### config.mk
export PLATFORM = sky130hd
export DESIGN_NAME = uart_tx_sched
export DESIGN_NICKNAME = d
export VERILOG_FILES = /design/src/rtl/uart_tx_sched.sv
export SDC_FILE = /design/constraint.sdc
export NUM_CORES = 1
export LEC_CHECK = 0
export ABC_AREA = 1
export CAP_MARGIN = 20
export CELL_PAD_IN_SITES_DETAIL_PLACEMENT = 1
export CELL_PAD_IN_SITES_GLOBAL_PLACEMENT = 1
export CORE_ASPECT_RATIO = 0.5
export CORE_MARGIN = 4
export CORE_UTILIZATION = 28
export CTS_BUF_LIST = sky130_fd_sc_hd__clkbuf_16
export DETAILED_ROUTE_END_ITERATION = 12
export HOLD_SLACK_MARGIN = 0.1
export PLACE_DENSITY_LB_ADDON = 0.1
export SETUP_SLACK_MARGIN = 0.1
export SLEW_MARGIN = 40
export SYNTH_ARGS = -nofsm -noshare
export SYNTH_HDL_FRONTEND = slang
export SYNTH_SLANG_ARGS = --single-unit
export TNS_END_PERCENT = 20
### constraint.sdc
create_clock -name clk -period 4.6 [get_ports clk]
set_input_delay 0.92 -clock clk [delete_from_list [all_inputs] [get_ports clk]]
set_output_delay 0.92 -clock clk [all_outputs]
set_load 0.005 [all_outputs]
### src/rtl/uart_tx_sched.sv
// uart_tx_sched: round-robin arbiter that shares one uart transmitter among
// N_REQ requesters. The winner's vector is latched onto tx_nums, send_data is
// pulsed for one cycle, and tx_ready is followed through busy and back to idle.
// Completion (done) or timeout (err) is then pulsed back to the winner.
//
// Handshake: a requester raises req and holds it, together with req_new and
// req_nums, until it sees its own done or err pulse. The request is accepted
// (grant rises) only when the scheduler is idle and the uart reports tx_ready=1.
// The vector is captured at acceptance, so later changes to req_nums or req
// while the requester is granted do not affect the transfer in flight.
module uart_tx_sched #(
    parameter int N_REQ    = 2,
    parameter int N_NUMS   = 5,
    parameter int TIMEOUT  = 200000,
    parameter int BUSY_WIN = 4
) (
    input  logic                    clk,
    input  logic                    reset,
    input  logic [N_REQ-1:0]        req,
    input  logic [N_REQ-1:0]        req_new,
    input  logic signed [15:0]      req_nums [N_REQ-1:0][N_NUMS-1:0],
    output logic [N_REQ-1:0]        grant,
    output logic [N_REQ-1:0]        done,
    output logic [N_REQ-1:0]        err,
    output logic signed [15:0]      tx_nums [N_NUMS-1:0],
    output logic                    send_data,
    output logic                    new_vector_incoming,
    input  logic                    tx_ready,
    output logic                    busy,
    output logic [2:0]              dbg_state
);

    localparam int PW = (N_REQ > 1) ? $clog2(N_REQ) : 1;
    localparam int CW = $clog2(TIMEOUT + 1);

    typedef enum logic [2:0] {
        S_IDLE      = 3'd0,
        S_SEND      = 3'd1,
        S_WAIT_BUSY = 3'd2,
        S_WAIT_IDLE = 3'd3,
        S_FINISH    = 3'd4
    } state_t;

    state_t              state_q, state_d;
    logic [PW-1:0]       rr_q, rr_d;
    logic [PW-1:0]       owner_q, owner_d;
    logic [N_REQ-1:0]    grant_q, grant_d;
    logic [N_REQ-1:0]    done_q, done_d;
    logic [N_REQ-1:0]    err_q, err_d;
    logic                send_q, send_d;
    logic                nvi_q, nvi_d;
    logic                busy_q, busy_d;
    logic [CW-1:0]       cnt_q, cnt_d;
    logic signed [15:0]  tx_nums_q [N_NUMS-1:0];
    logic signed [15:0]  tx_nums_d [N_NUMS-1:0];

    logic                pick_hit;
    logic [PW-1:0]       pick_idx;
    logic [N_REQ-1:0]    pick_oh;

    // Winner search: first set request at or after the rr pointer, wrapping.
    // Scanned from the farthest offset down so the nearest one wins.
    always_comb begin
        logic [PW:0] idx;
        pick_hit = 1'b0;
        pick_idx = '0;
        idx      = '0;
        for (int i = N_REQ - 1; i >= 0; i--) begin
            idx = {1'b0, rr_q} + (PW+1)'(i);
            if (idx >= (PW+1)'(N_REQ)) begin
                idx = idx - (PW+1)'(N_REQ);
            end
            if (req[idx[PW-1:0]]) begin
                pick_hit = 1'b1;
                pick_idx = idx[PW-1:0];
            end
        end
        pick_oh = N_REQ'(1) << pick_idx;
    end

    // Next-state and next-output logic of the transfer sequencer.
    always_comb begin
        state_d   = state_q;
        rr_d      = rr_q;
        owner_d   = owner_q;
        grant_d   = grant_q;
        done_d    = '0;
        err_d     = '0;
        send_d    = 1'b0;
        nvi_d     = 1'b0;
        busy_d    = busy_q;
        tx_nums_d = tx_nums_q;
        // Elapsed-cycle counter; saturates instead of wrapping.
        cnt_d     = (cnt_q == CW'(TIMEOUT)) ? cnt_q : cnt_q + CW'(1);

        case (state_q)
            S_IDLE: begin
                if (tx_ready && pick_hit) begin
                    owner_d = pick_idx;
                    grant_d = pick_oh;
                    send_d  = 1'b1;
                    nvi_d   = |(req_new & pick_oh);
                    busy_d  = 1'b1;
                    cnt_d   = '0;
                    state_d = S_SEND;
                    for (int i = 0; i < N_REQ; i++) begin
                        if (PW'(i) == pick_idx) begin
                            tx_nums_d = req_nums[i];
                        end
                    end
                end
            end
            S_SEND: begin
                state_d = S_WAIT_BUSY;
            end
            S_WAIT_BUSY: begin
                if (!tx_ready) begin
                    state_d = S_WAIT_IDLE;
                end else if (cnt_q >= CW'(BUSY_WIN)) begin
                    // uart never showed busy: it finished within a cycle.
                    state_d = S_FINISH;
                    done_d  = grant_q;
                end
            end
            S_WAIT_IDLE: begin
                if (tx_ready) begin
                    state_d = S_FINISH;
                    done_d  = grant_q;
                end else if (cnt_q >= CW'(TIMEOUT)) begin
                    state_d = S_FINISH;
                    err_d   = grant_q;
                end
            end
            S_FINISH: begin
                grant_d = '0;
                busy_d  = 1'b0;
                rr_d    = (owner_q == PW'(N_REQ - 1)) ? '0 : owner_q + PW'(1);
                state_d = S_IDLE;
            end
            default: begin
                state_d = S_IDLE;
            end
        endcase
    end

    // State and registered outputs; reset abandons any transfer silently.
    always_ff @(posedge clk or posedge reset) begin
        if (reset) begin
            state_q   <= S_IDLE;
            rr_q      <= '0;
            owner_q   <= '0;
            grant_q   <= '0;
            done_q    <= '0;
            err_q     <= '0;
            send_q    <= 1'b0;
            nvi_q     <= 1'b0;
            busy_q    <= 1'b0;
            cnt_q     <= '0;
            tx_nums_q <= '{default: '0};
        end else begin
            state_q   <= state_d;
            rr_q      <= rr_d;
            owner_q   <= owner_d;
            grant_q   <= grant_d;
            done_q    <= done_d;
            err_q     <= err_d;
            send_q    <= send_d;
            nvi_q     <= nvi_d;
            busy_q    <= busy_d;
            cnt_q     <= cnt_d;
            tx_nums_q <= tx_nums_d;
        end
    end

    assign grant               = grant_q;
    assign done                = done_q;
    assign err                 = err_q;
    assign send_data           = send_q;
    assign new_vector_incoming = nvi_q;
    assign busy                = busy_q;
    assign tx_nums             = tx_nums_q;
    assign dbg_state           = state_q;

endmodule

==> summary.txt, run 1 <==
GRT
  • Global-route usage over all layers: 19.5%
  • GRT overflow: 0
  • Largest net degree at the start of global routing: 88
  • Initial antenna violation count: 0
  • Global-route wire length before repair: 32900 microns
  • Number of global-route vias before repair: ~6000

Worst setup path
  • CP peak stage delay: 540 ps
  • Worst-path fanout max: 36
  • Critical path's slowest cell: inv_2
  • Setup CP Type: input port to flop
  • Worst Path Buf+Inv: 3
  • Critical path launch point type: input port
  • Worst Path Required: 4870 ps
  • CP Data Arrival Time: between 2000 and 3000 ps
  • Kind of cell adding the most delay to the critical path: buffers and inverters
  • Crit-path cells: clkdlybuf4s50_1 -> nand2_2 -> inv_2 -> buf_4 -> nand2_1 -> a21oi_1
  • Critical Path End Type: flop

Power
  • Peak supply drop: about 0.18 mV
  • Cell Pwr Density: 528 nW/um^2
  • Pwr Total: roughly 4.4 mW
  • Total leakage power: 3.44 nW

CTS
  • CTS resizes: 0
  • Clock Latency Late Sink: between 300 and 400 ps
  • Clk buf depth: 2
  • Setup repair bufs after CTS: 0
  • Htree depth: 3
  • Hold_buf cts: 0
  • CTS tree: done
  • Clk sinks: 112
  • Num CTS Buffers: 9
  • Clock-pin slew on the worst setup and hold paths: 70 ps
  • Root Buffer: clkbuf_16

STA
  • Skew final: about 9.5 ps
  • Headroom to the max-slew limit: between 50% and 60%
  • Final setup vio count: 0
  • WHS: 473 ps
  • FMAX: 401 MHz
  • Period utilisation layout: 54.2%
  • Hold Violations, Final: 0
  • Final TNS setup: 0 ps
  • Tmin final: 2490 ps
  • RSZ-0062 raised after global routing: false
  • Slew @ Worst Pin: roughly 730 ps
  • Number of max-slew violations in the final report: 0

Synthesis
  • Cell taking the most area after synthesis: dfrtp_1
  • Post-synth ARST share: 100%
  • Mapped cell area: roughly 5300 sq um
  • Synth Area per Inst: 8.02 sq um
  • Syn nets: 824
  • Synth warnings: 0
  • Register area share after synthesis: 53.3%
  • Syn Inst Count: 655
  • Post-synthesis cell type count: 30
  • EDFF count, synth: 0
  • Area contributors post-synth: dfrtp_1 (53%), a21oi_1 (16%), nand2_1 (9.1%)
  • Synth Register Bits: 112
  • Primary FF master, synth: dfrtp_1
  • Top-area cell type share of the netlist area: 53.3%

Outcome
  • Status: complete, no violations

Die
  • Die Y: 105 microns
  • Core area: around 18000 sq um
  • I/O pin total: 259
  • Die area: between 20000 and 25000 sq um
  • Starting Density: 28.6%
  • Row count: 35
  • Die width: 202 microns

Place
  • Port Buf Inserts: roughly 260
  • HPWL after DPL: 14800 microns
  • # placed instances: 1122
  • GP Congestion: between 0.7 and 0.8

Detailed routing
  • Antenna-violating nets left: 0
  • # DRC: 0
  • Drt wl/cell: 18.1 microns
  • Via count: 5429
  • Total wire length: 20600 microns
  • Via/cell ratio: between 4 and 5
  • First-pass DRT Iterations: 4
  • Initial DRC count: 188

Worst hold path
  • Worst Hold Class: flop to flop

Final layout
  • Synth-to-Final Area Change: 57.1%
  • Share of cells above drive strength 1: under 10%
  • Final non-filler cell total: 1136
  • Diode count: 0
  • Nets: 1062
  • Post-layout util: 44.9%

Job
  • Max cap viols: 0
-- kinds of logic after synthesis --
logic type	count (synthesis)	synth area share, %
AOI/OAI and AO/OA	186	18.0
xor gates and xnor gates	2	0.333
adders and majority gates	2	0.476
buffers and inverters	64	5.71
DFF	112	53.3
and+or+nand+nor	289	22.1
-- state kept, by name (all words and copies together), names as in the netlist --
register,flops
busy,1
cnt_q,18
dbg_state,3
done,2
err,2
grant,2
new_vector_incoming,1
owner_q,1
rr_q,1
send_data,1
tx_nums,80
-- synth_stat cells, drive strengths merged, types with 2 or more instances --
library cell	count
a21oi	170
a31oi	2
and3	3
buf	16
clkbuf	21
dfrtp	112
ha	2
inv	27
nand2	130
nand3	15
nand4	4
nor2	133
nor3	4
o21ai	11
-- cells in the final DEF (no fill, tap or decap), types with 2 or more instances in the layout --
master / count
buf_4: 4
nand2_2: 2
o21ai_0: 11
nand4_1: 4
nand3_1: 15
nand2_1: 127
inv_1: 25
dfrtp_1: 112
nor2_2: 3
clkbuf_16: 9
nor2_4: 2
ha_1: 2
a31oi_1: 2
inv_2: 3
nor2_1: 128
a21oi_1: 170
nor3_1: 3
clkdlybuf4s50_1: 258
and3_1: 3
-- final timing paths --
kind                                     startpoint                      end  slack (ps)  depth (start not counted)
min in group asynchronous                     reset  tx_nums[43]$_DFFE_PP0P_        1010                          2
worst max register to register     rr_q$_DFFE_PP0P_   tx_nums[4]$_DFFE_PP0P_        2690                          7
worst min register to register  owner_q$_DFFE_PP0P_         rr_q$_DFFE_PP0P_         470                          1
max in group asynchronous                     reset  tx_nums[11]$_DFFE_PP0P_        2760                          3
worst max-delay path                         req[1]   tx_nums[4]$_DFFE_PP0P_        2110                          6
worst min-delay path            owner_q$_DFFE_PP0P_         rr_q$_DFFE_PP0P_         470                          1
-- cell type report --
type,instances,area [sq um]
fill,2224,10100
sequential,112,2800
timing repair buffer,264,2640
multi-input combinational,479,2150
tap,240,300
clock buffer,9,225
inverter,27,109
clock inverter,5,20.0
-- power breakdown --
part | switching [mW] | leakage (nW) | internal (mW)
Clock | 0.359 | 0.132 | 0.354
Combinational | 0.916 | 2.00 | 1.07
Sequential | 0.257 | 1.31 | 1.40
Total | 1.53 | 3.44 | 2.82
-- through the flow --
step,worst slack [ps],cell area [sq um]
6_report,2110,8260
4_1_cts,2090,8260
3_5_place_dp,1700,8010
2_1_floorplan,721,5260
5_1_grt,1910,8260
3_3_place_gp,1710,8000
-- layer usage --
layer,up-vias,track usage (%),part of all wire [%]
met5,-,0,0
met4,0,4.97,2.0
met3,25,6.05,5.5
met2,109,34.0,51
met1,2687,23.7,42
li1,2608,-,-
Note: power is estimated with default switching activity, not from simulation.
==> run 2, diff against run 1 <==
--- a/config.mk
+++ b/config.mk
@@ -11,7 +11,7 @@
 export CELL_PAD_IN_SITES_GLOBAL_PLACEMENT = 1
 export CORE_ASPECT_RATIO = 0.5
 export CORE_MARGIN = 4
-export CORE_UTILIZATION = 28
+export CORE_UTILIZATION = 26
 export CTS_BUF_LIST = sky130_fd_sc_hd__clkbuf_16
 export DETAILED_ROUTE_END_ITERATION = 12
 export HOLD_SLACK_MARGIN = 0.1
==> constraint.sdc (replaced) <==
create_clock -name clk -period 2 [get_ports clk]
set_input_delay 0.4 -clock clk [delete_from_list [all_inputs] [get_ports clk]]
set_output_delay 0.4 -clock clk [all_outputs]
set_load 0.005 [all_outputs]
==> summary.txt, run 2 (synthesized netlist as in run 1, its figures left out) <==
Worst setup path
  • Worst r2r dst: cnt_q[16]$_DFF_PP0_
  • CP peak stage delay: 550 ps
  • Critical path's slowest cell: clkdlybuf4s50_1
  • Critical Path End Type: output port
  • CP Depth: 1
  • CP Data Arrival Time: 1370 ps
  • Crit. Startpoint: dbg_state[1]$_DFFE_PP0P_
  • Crit-path cells: clkdlybuf4s50_1
  • FF-to-FF Start: cnt_q[0]$_DFF_PP0_
  • Worst-path fanout max: 6
  • Kind of cell adding the most delay to the critical path: buffers and inverters
  • Worst Path Buf+Inv: 1
  • Worst Path Required: 1600 ps
  • Critical path launch point type: flop
  • Worst Reg-to-Reg Cells: 8
  • Setup CP Type: flop to output port
  • Flop2flop setup slack: 390 ps

STA
  • FMAX: 566 MHz
  • Skew final: 9.67 ps
  • Tmin final: 1770 ps
  • Final setup vio count: 0
  • Period utilisation layout: 88.4%
  • WHS: 479 ps
  • RSZ-0062 raised after global routing: false
  • Headroom to the max-slew limit: 77.4%
  • Slew @ Worst Pin: 339 ps
  • Final TNS setup: 0 ps
  • Number of max-slew violations in the final report: 0
  • Hold Violations, Final: 0

Final layout
  • Area of the multi-input gates: 2150 sq um
  • Nets: between 1000 and 1500
  • Share of cells above drive strength 1: roughly 4.4%
  • Max FFs per register: 80
  • Most common cell after layout, fill and taps aside: clkdlybuf4s50_1
  • Synth-to-Final Area Change: 60.8%
  • Most frequent cells in the layout: clkdlybuf4s50_1 (258), a21oi_1 (170), nor2_1 (128), nand2_1 (127), dfrtp_1 (112)
  • Post-Layout Inst Area: roughly 8500 sq um
  • Fillers: 2407
  • Register area: ~2800 sq um
  • Diode count: 0

CTS
  • Root Buffer: clkbuf_16
  • CTS resizes: 0
  • Clock Latency Late Sink: 360 ps
  • Clock-pin slew on the worst setup and hold paths: 70 ps
  • Setup repair bufs after CTS: 0
  • Clk buf depth: 2
  • Hold_buf cts: 0
  • Clk sinks: approximately 110
  • Num CTS Buffers: 9
  • CTS tree: done
  • Htree depth: 3

Die
  • Die width: between 200 and 250 microns
  • Die area: 22700 sq um
  • Core area: just under 20000 sq um
  • I/O pin total: about 260
  • Row count: 36
  • Starting Density: 26.8%
  • Die Y: 109 microns

Place
  • Post-Place Cell Area: 8200 sq um
  • GP Congestion: ~0.80
  • HPWL after DPL: 15200 microns
  • Port Buf Inserts: 258

GRT
  • GRT overflow: 0
  • Global-route usage over all layers: 18.2%
  • Number of global-route vias before repair: 5738
  • Global-route wire length before repair: roughly 32000 microns
  • Largest net degree at the start of global routing: 60
  • Initial antenna violation count: 0

Detailed routing
  • Antenna-violating nets left: 0
  • Total wire length: approximately 21000 microns
  • Initial DRC count: 177
  • Drt wl/cell: roughly 18 microns
  • # DRC: 0
  • First-pass DRT Iterations: 4
  • Via/cell ratio: roughly 4.6
  • Via count: between 5000 and 6000

Worst hold path
  • Hold path endpoint: owner_q$_DFFE_PP0P_
  • Hold path depth: 2
  • Worst Hold Class: flop to flop
  • Hold path startpoint: owner_q$_DFFE_PP0P_

Job
  • Max cap viols: 0

Outcome
  • Status: complete, no violations

Power
  • Total leakage power: 3.50 nW
  • Peak supply drop: 0.536 mV
  • Cell Pwr Density: between 1000 and 1500 nW/um^2
[run 2: changes by cell type in the layout (fill, tap and decap cells not counted)]
cell / delta
inv_1: -2
clkinv_1: +1
clkinv_2: -1
inv_6: -1
clkinvlp_4: +2
clkinv_4: +1
buf_6: -1
buf_4: +1
buf_12: +8
[run 2: worst max path at each step]
stage / end / slack, ps
finish: dbg_state[1] / 230
global route: dbg_state[1] / 170
CTS: dbg_state[1] / 200
detailed placement: tx_nums[7]$_DFFE_PP0P_ / 80
global placement: cnt_q[5]$_DFF_PP0_ / 90
floorplan: busy$_DFFE_PP0P_ / 240
[run 2: layout make-up]
class                      instances  share of cell area (%)
inverter                          27                    1.27
timing repair buffer             272                    33.1
sequential                       112                    33.2
multi-input combinational        479                    25.5
tap                              266                    3.94
clock buffer                       9                    2.67
clock inverter                     5                   0.326
[run 2: per-stage QoR]
stage / power [mW] / utilization (%) / cells / setup slack, ps
floorplan: 5.68 / - / 655 / 243
global placement: 8.52 / 41.7 / 1156 / 86.9
detailed placement: 8.64 / 41.7 / 1156 / 77.9
CTS: 10.4 / 43.0 / 1170 / 203
global route: 11.0 / 43.0 / 1170 / 166
finish: 10.2 / 43.0 / 1170 / 232
[run 2: routing by layer]
metal	track usage (%)	vias up	routed length (microns)	part of all wire, %
met1	21.4	2669	8460	41
met4	3.96	0	264	1.3
met3	6.49	18	1240	6.0
li1	-	2629	-	-
met2	32.5	80	10800	52
met5	0	-	0	0
[run 2: worst reg2reg max path: stages (launching register included)]
cell and delay [ps]:
dfrtp_1 440, ha_1 220, nand3_1 130, nor2_2 210, nand3_1 200, nor2_2 150, nand2_1 70, nand2_1 60
nor2_1 40
[run 2: power by group]
| group | leakage (nW) | switching [mW] | total, mW | internal (mW) |
|---|---|---|---|---|
| logic | 2.07 | 2.14 | 4.72 | 2.58 |
| registers | 1.31 | 0.571 | 3.79 | 3.22 |
| clock network | 0.124 | 0.862 | 1.68 | 0.823 |
| total | 3.50 | 3.58 | 10.2 | 6.62 |
==> run 3, diff against run 2 <==
--- a/config.mk
+++ b/config.mk
@@ -12,7 +12,7 @@
 export CORE_ASPECT_RATIO = 0.5
 export CORE_MARGIN = 4
 export CORE_UTILIZATION = 26
-export CTS_BUF_LIST = sky130_fd_sc_hd__clkbuf_16
+export CTS_BUF_LIST = sky130_fd_sc_hd__clkbuf_8 sky130_fd_sc_hd__clkbuf_16
 export DETAILED_ROUTE_END_ITERATION = 12
 export HOLD_SLACK_MARGIN = 0.1
 export PLACE_DENSITY_LB_ADDON = 0.1
==> summary.txt, run 3 (synthesized netlist as in run 1, its figures left out) <==
Place
  • # placed instances: roughly 1200
  • HPWL after DPL: 15200 microns
  • Port Buf Inserts: roughly 260
  • GP Congestion: 0.795

Detailed routing
  • Via count: between 5000 and 6000
  • Initial DRC count: 203
  • Antenna-violating nets left: 0
  • Via/cell ratio: approximately 4.6
  • # DRC: 0
  • Met1 Wirelength: 8450 microns
  • Met2 wire length: 10800 microns
  • Total wire length: 20800 microns
  • DR top layer: met4
  • Drt wl/cell: 17.8 microns
  • First-pass DRT Iterations: 4
  • Routed met3 length: about 1200 microns

CTS
  • Clk sinks: about 110
  • Root Buffer: clkbuf_16
  • CTS resizes: 0
  • Setup repair bufs after CTS: 0
  • Clk buf depth: 2
  • Num CTS Buffers: 9
  • Hold_buf cts: 0
  • Clock Latency Late Sink: 360 ps
  • CTS tree: done
  • Htree depth: 3
  • Clock-pin slew on the worst setup and hold paths: 70 ps

Die
  • Starting Density: 26.8%
  • I/O pin total: 259
  • Row count: 36
  • Die area: roughly 23000 sq um
  • Core area: 19600 sq um
  • Die Y: 109 microns
  • Die width: between 200 and 250 microns

Power
  • Peak supply drop: 0.537 mV
  • Net Sw Frac: between 30% and 40%
  • Clock power share: 17.2%
  • Combinational power share: 46.0%
  • Seq pwr share: 36.9%
  • Cell Int Power: around 6.7 mW
  • Cell Pwr Density: between 1000 and 1500 nW/um^2
  • P_sw: roughly 3.6 mW
  • Total leakage power: 3.51 nW

GRT
  • Number of global-route vias before repair: 5732
  • Global-route usage over all layers: 18.2%
  • Global-route wire length before repair: 32300 microns
  • Initial antenna violation count: 0
  • Largest net degree at the start of global routing: 60
  • GRT overflow: 0

STA
  • Final setup vio count: 0
  • Skew final: 9.89 ps
  • RSZ-0062 raised after global routing: false
  • Period utilisation layout: 88.4%
  • Headroom to the max-slew limit: between 70% and 80%
  • Final TNS setup: 0 ps
  • Slew @ Worst Pin: 344 ps
  • Number of max-slew violations in the final report: 0
  • FMAX: ~570 MHz
  • Hold Violations, Final: 0
  • Tmin final: 1770 ps

Worst setup path
  • Worst Path Required: around 1600 ps
  • Critical Path End Type: output port
  • Worst Path Buf+Inv: 1
  • Critical path launch point type: flop
  • Worst-path fanout max: 6
  • CP peak stage delay: 550 ps
  • CP Data Arrival Time: 1370 ps
  • Kind of cell adding the most delay to the critical path: buffers and inverters
  • Setup CP Type: flop to output port
  • Critical path's slowest cell: clkdlybuf4s50_1
  • Crit-path cells: clkdlybuf4s50_1

Worst hold path
  • Worst Hold Class: flop to flop

Final layout
  • Register area: 2800 sq um
  • Area of the multi-input gates: 2150 sq um
  • Most common cell after layout, fill and taps aside: clkdlybuf4s50_1
  • Share of cells above drive strength 1: 4.65%
  • Fillers: roughly 2400
  • Final non-filler cell total: 1170
  • Diode count: 0
  • Max FFs per register: 80
  • Synth-to-Final Area Change: 61.2%
  • Most frequent cells in the layout: clkdlybuf4s50_1 (258), a21oi_1 (170), nor2_1 (128), nand2_1 (127), dfrtp_1 (112)
  • Nets: 1070

Outcome
  • Status: complete, no violations

Job
  • Max cap viols: 0
-- run 3: changes by cell type in the layout (fill, tap and decap cells not counted), sizes merged --
cell,previous run,this run
clkinv,3,1
clkbuf,9,11
-- run 3: worst paths after layout --
path	start	endpoint	slack, ps	cells after the start
worst min-delay path	owner_q$_DFFE_PP0P_	owner_q$_DFFE_PP0P_	480	2
worst max-delay path	dbg_state[1]$_DFFE_PP0P_	dbg_state[1]	230	1
min in group asynchronous	reset	tx_nums[5]$_DFFE_PP0P_	510	3
max in group asynchronous	reset	cnt_q[14]$_DFF_PP0_	1200	3
worst min register to register	owner_q$_DFFE_PP0P_	owner_q$_DFFE_PP0P_	480	2
worst max register to register	cnt_q[0]$_DFF_PP0_	cnt_q[16]$_DFF_PP0_	390	8
-- run 3: layout make-up --
cell class / instances / share of cell area, %
sequential: 112 / 33.1
timing repair buffer: 272 / 33.1
multi-input combinational: 479 / 25.4
tap: 266 / 3.93
clock buffer: 11 / 2.98
inverter: 27 / 1.27
clock inverter: 3 / 0.236
-- run 3: routing by layer --
metal,track usage [%],up-vias
li1,-,2629
met1,21.4,2653
met2,32.3,82
met3,6.64,20
met4,4.23,0
met5,0,-
-- run 3: power by group through the flow --
stage | Sequential [mW] | Combinational [mW] | Clock [mW]
after floorplan | 3.84 | 1.84 | 0
after global placement | 3.79 | 4.73 | 0
after detailed placement | 3.83 | 4.80 | 0
after CTS | 3.80 | 4.84 | 1.85
after global routing | 3.93 | 5.24 | 1.93
final | 3.79 | 4.72 | 1.77
-- run 3: metrics by stage --
stage	utilization (%)	hold slack [ps]	instance area, sq um	setup slack [ps]	total power, mW
after CTS	43.1	480	8470	201	10.5
after global routing	43.1	503	8470	164	11.1
after detailed placement	41.7	461	8200	77.9	8.64
after floorplan	-	436	5260	243	5.68
after global placement	41.7	446	8200	86.9	8.52
final	43.1	481	8470	232	10.3
